--- src/rtl/alu_pkg.sv ---
// Shared types and constants for the nibble-serial 74181 datapath.
package alu_pkg;

  typedef enum logic {
    IDLE = 1'b0,
    RUN  = 1'b1
  } state_t;

  localparam logic [3:0] S_ADD = 4'b1001;
  localparam logic [3:0] S_SUB = 4'b0110;
  localparam logic [3:0] S_XOR = 4'b0110;
  localparam logic [3:0] S_A   = 4'b0000;

  // A one-nibble datapath still needs a 1-bit index register.
  function automatic int idx_width(input int nib);
    return (nib <= 1) ? 1 : $clog2(nib);
  endfunction

endpackage

--- src/rtl/alu_74181.sv ---
// Combinational 4-bit 74181 slice: active-high data, cn/cn4 low means carry.
module alu_74181 (
  input  logic [3:0] i_a,
  input  logic [3:0] i_b,
  input  logic [3:0] i_s,
  input  logic       i_m,
  input  logic       i_cn,
  output logic [3:0] o_f,
  output logic       o_cn4,
  output logic       o_aeqb
);

  logic [3:0] w_x;
  logic [3:0] w_y;
  logic [4:0] w_sum;

  // Every arithmetic entry of the function table is X plus Y; logic mode is XNOR(X, Y).
  assign w_x   = i_a | (i_b & {4{i_s[0]}}) | (~i_b & {4{i_s[1]}});
  assign w_y   = (i_a & ~i_b & {4{i_s[2]}}) | (i_a & i_b & {4{i_s[3]}});
  assign w_sum = {1'b0, w_x} + {1'b0, w_y} + {4'd0, ~i_cn};

  assign o_f    = i_m ? ~(w_x ^ w_y) : w_sum[3:0];
  assign o_cn4  = ~w_sum[4];
  assign o_aeqb = &o_f;

endmodule

--- src/rtl/nibble_serial_alu.sv ---
// WIDTH-bit 74181 function computed one nibble per enabled cycle through a
// single slice, LSB nibble first, with a start/busy/done handshake.
module nibble_serial_alu
  import alu_pkg::*;
#(
  parameter int WIDTH = 16
) (
  input  logic             clk,
  input  logic             rst,
  input  logic             ena,
  input  logic             start,
  input  logic [WIDTH-1:0] a,
  input  logic [WIDTH-1:0] b,
  input  logic [3:0]       s,
  input  logic             m,
  input  logic             cn,
  output logic             busy,
  output logic             done,
  output logic [WIDTH-1:0] f,
  output logic             cout,
  output logic             equal
);

  localparam int NIB = WIDTH / 4;
  localparam int IW  = idx_width(NIB);

  if (WIDTH < 4 || (WIDTH % 4) != 0) begin : g_widthCheck
    $error("nibble_serial_alu: WIDTH must be a positive multiple of 4");
  end

  state_t           r_state;
  state_t           w_nextState;
  logic [IW-1:0]    r_idx;
  logic [WIDTH-1:0] r_a;
  logic [WIDTH-1:0] r_b;
  logic [3:0]       r_s;
  logic             r_m;
  logic             r_carry;
  logic             r_eqAcc;
  logic [WIDTH-1:0] r_f;
  logic             r_cout;
  logic             r_equal;
  logic             r_done;

  logic             w_busy;
  logic             w_capture;
  logic             w_step;
  logic             w_last;
  logic [3:0]       w_nibA;
  logic [3:0]       w_nibB;
  logic [3:0]       w_sliceF;
  logic             w_sliceCn4;
  logic             w_sliceEq;

  assign w_nibA = r_a[int'(r_idx)*4 +: 4];
  assign w_nibB = r_b[int'(r_idx)*4 +: 4];

  alu_74181 u_slice (
    .i_a    (w_nibA),
    .i_b    (w_nibB),
    .i_s    (r_s),
    .i_m    (r_m),
    .i_cn   (r_carry),
    .o_f    (w_sliceF),
    .o_cn4  (w_sliceCn4),
    .o_aeqb (w_sliceEq)
  );

  always_ff @(posedge clk) begin
    if (rst) begin
      r_state <= IDLE;
    end else if (ena) begin
      r_state <= w_nextState;
    end
  end

  always_comb begin
    w_nextState = r_state;
    unique case (r_state)
      IDLE:    if (start)  w_nextState = RUN;
      RUN:     if (w_last) w_nextState = IDLE;
      default: w_nextState = IDLE;
    endcase
  end

  always_comb begin
    w_busy    = (r_state == RUN);
    w_capture = (r_state == IDLE) && start;
    w_step    = (r_state == RUN);
    w_last    = w_step && (r_idx == IW'(NIB - 1));
  end

  // Operands are snapshotted at start so the bus may change during the run.
  always_ff @(posedge clk) begin
    if (rst) begin
      r_idx   <= '0;
      r_a     <= '0;
      r_b     <= '0;
      r_s     <= '0;
      r_m     <= 1'b0;
      r_carry <= 1'b1;
      r_eqAcc <= 1'b1;
      r_f     <= '0;
      r_cout  <= 1'b1;
      r_equal <= 1'b0;
      r_done  <= 1'b0;
    end else if (ena) begin
      if (w_capture) begin
        r_a     <= a;
        r_b     <= b;
        r_s     <= s;
        r_m     <= m;
        r_carry <= cn;
        r_idx   <= '0;
        r_eqAcc <= 1'b1;
      end
      if (w_step) begin
        r_f[int'(r_idx)*4 +: 4] <= w_sliceF;
        r_carry                 <= w_sliceCn4;
        r_eqAcc                 <= r_eqAcc & w_sliceEq;
        if (w_last) begin
          r_cout  <= w_sliceCn4;
          r_equal <= r_eqAcc & w_sliceEq;
          r_idx   <= '0;
        end else begin
          r_idx <= r_idx + 1'b1;
        end
      end
      r_done <= w_last;
    end
  end

  assign busy  = w_busy;
  assign done  = r_done;
  assign f     = r_f;
  assign cout  = r_cout;
  assign equal = r_equal;

endmodule

--- config.mk ---
export PLATFORM = sky130hd
export DESIGN_NAME = nibble_serial_alu
export DESIGN_NICKNAME = d
export VERILOG_FILES = /design/src/rtl/alu_pkg.sv /design/src/rtl/alu_74181.sv /design/src/rtl/nibble_serial_alu.sv
export SDC_FILE = /design/constraint.sdc
export NUM_CORES = 1
export LEC_CHECK = 0
export ABC_AREA = 1
export ABC_CLOCK_PERIOD_IN_PS = 6900
export BUFFER_PORTS_ARGS = -buffer_cell sky130_fd_sc_hd__buf_2
export CORE_ASPECT_RATIO = 0.9
export CORE_MARGIN = 1
export CORE_UTILIZATION = 29
export CTS_CLUSTER_SIZE = 40
export DETAILED_ROUTE_END_ITERATION = 8
export PLACE_DENSITY = 0.53
export SETUP_SLACK_MARGIN = 0.4
export SKIP_CTS_REPAIR_TIMING = 1
export SYNTH_ARGS = -nofsm -noshare
export SYNTH_HDL_FRONTEND = slang
export SYNTH_SLANG_ARGS = --single-unit
export TNS_END_PERCENT = 5
--- constraint.sdc ---
create_clock -name clk -period 6.9 [get_ports clk]
set_input_delay 0.69 -clock clk [delete_from_list [all_inputs] [get_ports clk]]
set_output_delay 0.69 -clock clk [all_outputs]
set_load 0.02 [all_outputs]
# Word level (Yosys, flattened, before mapping)
# Cells that the tools add are included.
[classes]
n_addsub = 4
n_mul = 0
div = 0
order_cmp = 0
n_eq_ne = 1
n_shift = 4
n_mux = 12
bitwise_logic = 16
n_reduce_logical = 8
[ops]
columns = ["op", "n"]
rows = [
  ["4-bit negation with 33-bit output", 1],
  ["4-bit by 33-bit variable shift with 16-bit output, first input constant", 1],
  ["4-bit by 33-bit variable part select with 16-bit output", 1],
  ["16-bit by 5-bit variable part select with 4-bit output", 2],
  ["4-bit AND", 6],
  ["16-bit bitwise mux", 1],
  ["4-bit bitwise OR", 3],
  ["4-bit inverter", 2],
  ["1-bit two-way mux", 6],
  ["2-bit two-way mux", 3],
  ["2-bit AND reduction", 3],
  ["4-bit by 4-bit adder with 5-bit output", 1],
  ["5-bit by 1-bit adder with 5-bit output", 1],
  ["4-bit two-way mux", 1],
  ["4-bit AND reduction", 1],
  ["4-bit bitwise XOR", 1],
  ["1-bit inverter", 3],
  ["3-bit AND reduction", 1],
  ["2-bit by 1-bit adder with 2-bit output, second input constant", 1],
  ["2-bit equality test, second input constant", 1],
  ["1-bit logical AND", 2],
  ["1-bit case mux with 2 select lines", 1],
  ["2-bit nonzero test", 1],
  ["1-bit AND", 1],
]
[word_totals]
ff_bits = 61
latchBits = 0
ram_bits = 0
romBits = 0
output_inout_bits = 20
wordCells = 57
memories = 0

# Longest topological paths before layout
# Gate-level depths: netlist (run 1).
[logic_depth]
word_depth = 11
mapped_depth = 18
ltp_nobuf = 17

# Modules after synthesis
# Synthesis (run 1) repeated with hierarchy kept, for this count alone.
[unflattened]
hier_cells = 401
area_unflattened_um2 = 2842.7
[by_module_without_submodules]
columns = ["mod", "instances", "cells_each", "area_per_inst_um2", "seq_area_each_um2"]
rows = [
  ["nibble_serial_alu", 1, 345, 2521.2, 1221.2],
  ["alu_74181", 1, 56, 321.6, 0.0],
]

# Least setup slack after synthesis (run 1)
# OpenSTA, ideal clock, no wires.
[synth_timing]
path_kind = "register to register"
startpoint = "register r_idx[1]"
endpoint = "register r_eqAcc"
setup_time_ns = 0.058
arrival_ns = 2.612
t_required_ns = 6.842
path_slack_ns = 4.230
stages_incl_launch_ff = 17
path_buffers = 1
period_less_slack_ns = 2.670
path_cell_list = "dfxtp_1 -> buf_2 -> clkinv_1 -> nand3_1 -> nand2_1 -> nor2_1 -> a211oi_1 -> fa_1 -> fa_1 -> nand2_1 -> o21ai_0 -> nand3_1 -> nor2_1 -> nand2_1 -> nand2_1 -> nand2_1 -> nand2_1"
[synth_between]
elab_chain_len = 11
[synth_lines]
columns = ["element", "line_no", "text"]
rows = [
  ["start: declaration", "nibble_serial_alu.sv:33", "logic [IW-1:0] r_idx;"],
  ["start signal: assignment", "nibble_serial_alu.sv:126", "r_idx <= r_idx + 1'b1;"],
  ["16-bit by 5-bit variable part select with 4-bit output", "nibble_serial_alu.sv:56", "assign w_nibB = r_b[int'(r_idx)*4 +: 4];"],
  ["4-bit inverter", "alu_74181.sv:18, alu_74181.sv:19", ""],
  ["4-bit AND (2 in series)", "alu_74181.sv:19", "assign w_y = (i_a & ~i_b & {4{i_s[2]}}) | (i_a & i_b & {4{i_s[3]}});"],
  ["4-bit bitwise OR", "alu_74181.sv:19", ""],
  ["4-bit by 4-bit adder with 5-bit output or 4-bit bitwise XOR (tied branches)", "alu_74181.sv:20, alu_74181.sv:22", ""],
  ["5-bit by 1-bit adder with 5-bit output or 4-bit inverter (tied branches)", "alu_74181.sv:20, alu_74181.sv:22", ""],
  ["4-bit two-way mux (*)", "alu_74181.sv:22", "assign o_f = i_m ? ~(w_x ^ w_y) : w_sum[3:0];"],
  ["4-bit AND reduction (*)", "alu_74181.sv:24", "assign o_aeqb = &o_f;"],
  ["1-bit AND (*)", "nibble_serial_alu.sv:120", "r_eqAcc <= r_eqAcc & w_sliceEq;"],
  ["1-bit two-way mux (*)", "nibble_serial_alu.sv:117", "if (w_step) begin"],
  ["end signal: assignment", "nibble_serial_alu.sv:120", ""],
  ["end: declaration", "nibble_serial_alu.sv:39", "logic r_eqAcc;"],
]
# Mark *: on every way between the ends. The rest lies on a longest branch, timed or not.
# A chain may end at the register's enable or synchronous reset.

# Final worst setup path (run 1)
[layout_timing]
startpoint = "register r_idx[0]"
endpoint = "register r_eqAcc"
# The elaborated chain is that of the path after synthesis.

==> results of run 1 <==
how the worst min path moves through the flow:
stage / to / startpoint / slack [ns] / cells after the start
after CTS: f[2] / f[2] / 0.46 / 2
after global placement: f[8] / f[8] / 0.45 / 2
final: f[2] / f[2] / 0.46 / 2
after floorplan: r_a[10] / r_a[10] / 0.47 / 2
after detailed placement: f[2] / f[2] / 0.45 / 2
after global routing: f[8] / f[8] / 0.48 / 2
placed cells by master, fill, tap and decap left out, drive strengths merged:
master	netlist	routed
fa	2	2
clkbuf	10	12
inv	18	18
nand3	25	25
a22oi	4	4
nand2	72	72
dfxtp	61	61
ha	9	9
clkinv	2	4
o221ai	1	1
o21ai	49	49
a21oi	21	21
a211oi	6	6
o22a	4	4
nor2	95	95
nand4	2	2
buf	8	61
nor3	1	1
nor4	1	1
power breakdown:
| part | total [mW] | internal (mW) | switching [mW] |
|---|---|---|---|
| sequential | 0.384 | 0.370 | 0.0140 |
| clock | 0.271 | 0.145 | 0.126 |
| combinational | 0.105 | 0.0378 | 0.0675 |
| total | 0.760 | 0.552 | 0.208 |
cell type report:
class	count	area [um2]	area share, %
clock buffers	12	155.1	4.601
clock inverters	2	10.01	0.2968
inverters	20	76.32	2.263
multi-input cells	292	1451	43.04
flip-flops and latches	61	1221	36.22
well taps	122	152.6	4.527
repair buffers	61	305.3	9.054
layer usage:
metal  part of all wire [%]  vias up  wire, um  global-route usage (%)
met5                      0        -         0                       0
met1                     54     1209      3813                   21.83
met4                    1.8        0       131                   6.713
met2                     41       50      2918                   22.78
li1                       -     1392         -                       -
met3                    3.6       10       260                   3.453
logic make-up after synthesis:
family,count (synthesis),synth area share [%]
and+or+nand+nor,196,29.28
AOI/OAI and AO/OA,85,16.56
DFF,61,43.11
buffers and inverters,38,5.654
adders and majority gates,11,5.389
stage by stage:
stage	util [%]	hold WS [ns]	power, mW
2_1_floorplan	-	0.4723	0.4625
3_3_place_gp	34.52	0.4527	0.4957
3_5_place_dp	34.52	0.4539	0.4971
4_1_cts	36.30	0.4629	0.7717
5_1_grt	36.30	0.4807	0.8047
6_report	36.30	0.4597	0.7603
worst min-delay path, stage by stage, from the launching register on:
cell and delay [ns]:
dfxtp_1 0.30, nand2_1 0.06, a21oi_1 0.05
state kept, by name, summed over array words and instances, names as in the netlist:
| signal | flops |
|---|---|
| equal | 1 |
| r_eqAcc | 1 |
| r_b | 16 |
| r_carry | 1 |
| r_m | 1 |
| done | 1 |
| r_idx | 2 |
| busy | 1 |
| r_s | 4 |
| f | 16 |
| r_a | 16 |
| cout | 1 |
==> results.toml, run 1 <==
[power]
powerDensity_nw_per_um2 = 225.5
p_leak_nw = 1.517
ir_drop_mv = 0.07436

[synthesis]
synth_top_area_cell = "dfxtp_1"
async_flop_share_pct = 0
netlist.area_leader.share_pct = 43.11
synth-warning-count = 0
yosysMostFrequentCell = "nor2_1"
synthDistinctLibCells = 27
ys_ff_latch = 61
syn_nets = 444
avgSynthCellArea_um2 = 7.245
ys_seq_area_share_pct = 43.11
syn_area_um2 = 2833
synth-edff-count = 0
netlist_top_cells_count = "nor2_1, nand2_1, dfxtp_1"
synth_area_leaders = "dfxtp_1, nor2_1, nand2_1"
synth-main-ff-cell = "dfxtp_1"
synthCells = 391

[global_route]
grt_overflow = 0
antenna_found_initial = 0
grt_pass1_vias = 2576
gr-usage-all-layers_pct = 15.54
grt_max_degree = 41
grt_pass1_wl_um = 12310

[worst_setup_path]
cp_common_cell = "nand2_1"
reg2reg_slack_ns = 3.24
crit_path_end = "r_eqAcc"
critPathMaxStageDelay_ns = 0.97
critPathSlowestCell = "dfxtp_1"
cp_num_cells = 14
crit_path_start_kind = "flip-flop"
cp_cell_sequence = "inv_2 -> o21ai_0 -> o22a_1 -> nand3_1 -> fa_1 -> fa_1 -> nand2_1 -> o21ai_0 -> nand3_1 -> nor2_1 -> nand2_1 -> nand2_1 -> nand2_1 -> nand2_1"
crit_buf_inv = 1
startpoint = "r_idx[0]"
cp_data_required_time_ns = 7.18
worstReg2RegEnd = "r_eqAcc"
critPathCaptureType = "flip-flop"
ff2ff_path_depth = 14
reg2reg_from = "r_idx[0]"
worstPathArrival_ns = 3.95
cp_max_fo = 27
cp_top_family = "flip-flops"
worstSetupPathType = "reg -> reg"

[floorplanning]
coreArea_um2 = 9290
ioPinCount = 62
die_h_um = 95.76
initial_core_util_pct = 30.49
num_rows = 33
dieArea_um2 = 10170
die_w_um = 106.2

[cts]
cts_tree = "done"
cts_buffers = 9
cts_buffer_depth = 2
clock_latency_ns = 0.34
htreeDepth = 3
cts_sinks = 61
cts_root_buf = "clkbuf_8"
cts.clk_slew.worst_paths_ns = 0.07

[status]
status = "complete, no violations"

[routing]
wl_per_cell_um = 12.50
vias = 2661
first_pass_iters = 4
ant_nets = 0
avgViaCountPerCell = 4.668
drc = 0
drt_iter0_markers = 104
wl_um = 7124

[sta]
setup_ws_ns = 3.239
hold_viol_final = 0
setup_violations = 0
relSlewSlack_pct = 33.48
tns_ns = 0
drv_slew = 0
fin_crit_ns = 3.661
tightest_slew_ns = 0.9967
rsz0062_at_grt = "no"
max_freq_mhz = 273.1
skew_ns = 0.008725
min_period_over_period_pct = 53.06

[job]
cap_violations = 0

[place]
placed_area_um2 = 3207
post-place-ws_ns = 3.248
io_buffers = 61
dp.cells = 556
dp_hpwl_um = 5175
gp_congestion = 0.8916

[layout]
final_nets = 498
antenna_cells = 0
fillers = 1010
area_growth_pct = 19.04
instances_no_fill = 570
drive_gt1_share_pct = 19.20
fin_area_um2 = 3372

[hold_path]
hp-class = "reg -> reg"
Power figures use the tool's default switching activity.
==> run 2, diff against run 1 <==
- ABC_CLOCK_PERIOD_IN_PS: 6900 -> 3400
- clock period: 6.9 -> 3.4 ns (I/O delays scaled with it)
==> run 2 against run 1 <==
Against the previous run: flip-flop and latch count unchanged; non-clock buffer count increased by 3; wire length is 3.4% higher; via count up 0.41%; final area grew 0.89%.
==> results.toml, run 2 (synthesis gave the netlist of run 1 again) <==
[routing]
avgViaCountPerCell = 4.647
routed.top_layer = "met4"
wl_um = 7364
ant_nets = 0
met1Wirelength_um = 3842
drt_iter0_markers = 119
vias = 2672
wl_met2_um = 3098
first_pass_iters = 4
wl_per_cell_um = 12.81
dr_wl_met3_um = 347
drc = 0

[cts]
clock_latency_ns = 0.34
cts_tree = "done"
cts_buffers = 9
cts_root_buf = "clkbuf_8"
htreeDepth = 3
cts_buffer_depth = 2
cts_sinks = 61
cts.clk_slew.worst_paths_ns = 0.07

[sta]
skew_ns = 0.006218
tightest_slew_ns = 0.9771
relSlewSlack_pct = 34.79
hold_viol_final = 0
drv_slew = 0
setup_ws_ns = 0.6094
setup_violations = 0
min_period_over_period_pct = 82.08
fin_crit_ns = 2.791
max_freq_mhz = 358.3
tns_ns = 0
rsz0062_at_grt = "yes"

[global_route]
antenna_found_initial = 0
grt_pass1_vias = 2614
grt_overflow = 0
gr-usage-all-layers_pct = 15.88
grt_max_degree = 41
grt_pass1_wl_um = 12460

[status]
status = "complete, no violations"

[worst_setup_path]
ff2ff_path_depth = 12
critPathCaptureType = "flip-flop"
crit_path_start_kind = "flip-flop"
worstSetupPathType = "reg -> reg"
cp_max_fo = 11
cp_data_required_time_ns = 3.67
worstPathArrival_ns = 3.06

[layout]
drive_gt1_share_pct = 20.75
multi_input_area_um2 = 1460
final_nets = 501
antenna_cells = 0
final_common_cell = "nor2_1"
area_growth_pct = 20.10
seq_area_um2 = 1222
layout_common_cells = "nor2_1, nand2_1, buf_2, dfxtp_1, o21ai_0"
fillers = 1021

[hold_path]
hp-class = "in -> reg"
hold_depth = 3

[floorplanning]
dieArea_um2 = 10170
initial_core_util_pct = 30.49
coreArea_um2 = 9290
ioPinCount = 62
die_w_um = 106.2
num_rows = 33
die_h_um = 95.76

[power]
clkPwrFrac_pct = 34.8
p_sw_share_pct = 29.09
ir_drop_mv = 0.1788
pwr-share-seq_pct = 50.4
finalPower_mw = 1.537
powerDensity_nw_per_um2 = 451.9
intPower_mw = 1.090
p_switching_uw = 447.1
pwr-share-comb_pct = 14.8
p_leak_nw = 1.530

[place]
dp_hpwl_um = 5327
io_buffers = 61
gp_congestion = 0.8135
post-place-ws_ns = 0.3652

[job]
cap_violations = 0
[run 2: power groups by stage]
stage / registers (mW) / logic, mW / clock network, mW
2_1_floorplan: 0.784 / 0.155 / 0
3_3_place_gp: 0.791 / 0.219 / 0
3_5_place_dp: 0.790 / 0.224 / 0
4_1_cts: 0.775 / 0.225 / 0.557
5_1_grt: 0.779 / 0.263 / 0.588
6_report: 0.775 / 0.228 / 0.535
[run 2: worst paths after layout]
| path | to | from | slack (ns) |
|---|---|---|---|
| max | f[14] | r_idx[1] | 0.61 |
| max reg2reg | f[14] | r_idx[1] | 0.61 |
| min | r_a[10] | a[10] | 0.23 |
| min reg2reg | f[3] | f[3] | 0.46 |
[run 2: final cells by class]
class	instances	area share (%)
Tap cell	122	4.487
Multi-Input combinational cell	292	42.92
Sequential cell	61	35.93
Clock inverter	5	0.8091
Timing Repair Buffer	64	9.636
Inverter	20	2.354
Clock buffer	11	3.862
[run 2: metal layers]
metal	GRT usage [%]	up-vias
met1	22.01	1197
met3	3.791	6
met5	0	-
met2	23.54	69
met4	6.713	0
li1	-	1400
[run 2: per-stage QoR]
step | cell area, um2 | hold WS, ns | std cells | util, %
final | 3402 | 0.2290 | 575 | 36.62
after floorplan | 2833 | 0.4185 | 391 | -
after global placement | 3229 | 0.4530 | 559 | 34.76
after global routing | 3402 | 0.2242 | 575 | 36.62
after CTS | 3388 | 0.2102 | 575 | 36.47
after detailed placement | 3229 | 0.4565 | 559 | 34.76
[run 2: critical path, stage by stage (launching register included)]
cell        delay, ns
dfxtp_1          0.37
clkinvlp_4       0.22
nand3_1          0.16
nand2_1          0.11
nor2_1           0.14
a211oi_2         0.08
fa_1             0.47
fa_1             0.42
nand2_1          0.14
nand2_1          0.11
nor2_1           0.25
nand3_1          0.12
a21oi_1          0.13
==> run 3, diff against run 2 <==
- ABC_CLOCK_PERIOD_IN_PS: 3400 -> 2800
- clock period: 3.4 -> 2.8 ns (I/O delays scaled with it)
==> run 3 against run 2 <==
Against the previous run: flip-flop and latch count unchanged; setup slack worse by 0.29 ns; final area up 3.1%; highest routed layer unchanged; critical path depth up 2; sequential power up 22%; first-iteration DRC count unchanged; count of clock-buffer cells in the layout down 1.
==> results.toml, run 3 (synthesis gave the netlist of run 1 again) <==
[power]
p_leak_nw = 1.573
finalPower_mw = 1.999
ir_drop_mv = 0.2279
p_switching_uw = 553.9
powerDensity_nw_per_um2 = 570.0
pwr-share-seq_pct = 47.1
clkPwrFrac_pct = 38.9
p_sw_share_pct = 27.71
pwr-share-comb_pct = 14.0
intPower_mw = 1.445

[cts]
clock_latency_ns = 0.34
cts_buffers = 9
cts_root_buf = "clkbuf_8"
htreeDepth = 3
cts_buffer_depth = 2
cts_sinks = 61
cts.clk_slew.worst_paths_ns = 0.07
cts_tree = "done"

[global_route]
antenna_found_initial = 0
grt_pass1_wl_um = 12190
gr-usage-all-layers_pct = 15.55
grt_pass1_vias = 2590
grt_max_degree = 36
grt_overflow = 0

[worst_setup_path]
cp_data_required_time_ns = 3.09
cp_top_family = "adder cells"
worstSetupPathType = "reg -> reg"
worstReg2RegEnd = "r_eqAcc"
critPathCaptureType = "flip-flop"
reg2reg_from = "r_idx[0]"
critPathMaxStageDelay_ns = 0.49
cp_common_cell = "nand2_1"
crit_path_start_kind = "flip-flop"
ff2ff_path_depth = 14
worstPathArrival_ns = 2.77
startpoint = "r_idx[0]"
cp_max_fo = 12
crit_buf_inv = 1
cp_cell_sequence = "inv_6 -> o21ai_0 -> o22a_1 -> nand3_2 -> fa_2 -> fa_1 -> nand2_1 -> o21ai_2 -> nand3_1 -> nor2_1 -> nand2_1 -> nand2_1 -> nand2_1 -> nand2_1"
critPathSlowestCell = "fa_1"
reg2reg_slack_ns = 0.32

[sta]
tightest_slew_ns = 0.5980
fin_crit_ns = 2.478
relSlewSlack_pct = 60.09
skew_ns = 0.008048
setup_violations = 0
max_freq_mhz = 403.5
holdWs_ns = 0.1545
tns_ns = 0
hold_viol_final = 0
min_period_over_period_pct = 88.51
drv_slew = 0
setup_ws_ns = 0.3217
rsz0062_at_grt = "yes"

[floorplanning]
dieArea_um2 = 10170
die_h_um = 95.76
initial_core_util_pct = 30.49
die_w_um = 106.2
num_rows = 33
coreArea_um2 = 9290
ioPinCount = 62

[layout]
drive_gt1_share_pct = 23.58
final_nets = 506
area_growth_pct = 23.81
final_common_cell = "nor2_1"
layout_common_cells = "nor2_1, nand2_1, buf_2, dfxtp_1, o21ai_0"
antenna_cells = 0
fillers = 991

[job]
cap_violations = 0

[hold_path]
hold_end = "r_b[8]"
hp-class = "in -> reg"
min_from = "b[8]"
hold_depth = 3

[routing]
ant_nets = 0
wl_um = 7348
drc = 0
avgViaCountPerCell = 4.590
wl_per_cell_um = 12.67
first_pass_iters = 4
drt_iter0_markers = 119
vias = 2662

[place]
post-place-ws_ns = 0.2056
dp_hpwl_um = 5422
gp_congestion = 0.8221
io_buffers = 61

[status]
status = "complete, no violations"
## run 3: cell types whose count changed in the layout (fill, tap and decap cells not counted), sizes merged
cell,before,now
buf,64,69
bufinv,0,1
clkbuf,11,10
clkinv,5,4
clkinvlp,2,3
## run 3: final cells by class
type	count	area [um2]	area share [%]
clock buffers	10	137.6	3.924
clock inverters	6	62.56	1.784
multi-input cells	292	1483	42.28
inverters	20	82.58	2.355
repair buffers	69	362.8	10.35
well taps	122	152.6	4.352
flip-flops and latches	61	1226	34.96
## run 3: worst max path at each step
stage | slack, ns | to | cells past startpoint
after CTS | 0.18 | r_eqAcc | 15
after detailed placement | 0.21 | r_eqAcc | 15
final | 0.32 | r_eqAcc | 14
after global placement | 0.27 | r_eqAcc | 15
after floorplan | 0.41 | r_eqAcc | 17
after global routing | 0.14 | f[4] | 10
## run 3: through the flow
stage	std cells	util, %	instance area [um2]
after floorplan	391	-	2870
after global placement	563	35.31	3281
after detailed placement	563	35.31	3281
after CTS	579	37.47	3481
after global routing	580	37.75	3507
final	580	37.75	3507
## run 3: power groups by stage
stage	logic (mW)	clock network [mW]	registers (mW)
2_1_floorplan	0.198	0	0.952
3_3_place_gp	0.270	0	0.964
3_5_place_dp	0.275	0	0.962
4_1_cts	0.277	0.797	0.942
5_1_grt	0.324	0.833	0.947
6_report	0.280	0.777	0.942
## run 3: per-layer routing
metal	wire length [um]	vias to the layer above	GRT usage (%)	share of wire (%)
li1	-	1407	-	-
met1	3779	1189	21.34	51
met2	3078	62	22.62	42
met3	415	4	4.401	5.6
met4	75	0	6.829	1.0
met5	0	-	0	0
## run 3: worst min-delay path: stages
cell and delay, ns:
buf_2 0.07, nor2_1 0.03, nor2_1 0.08
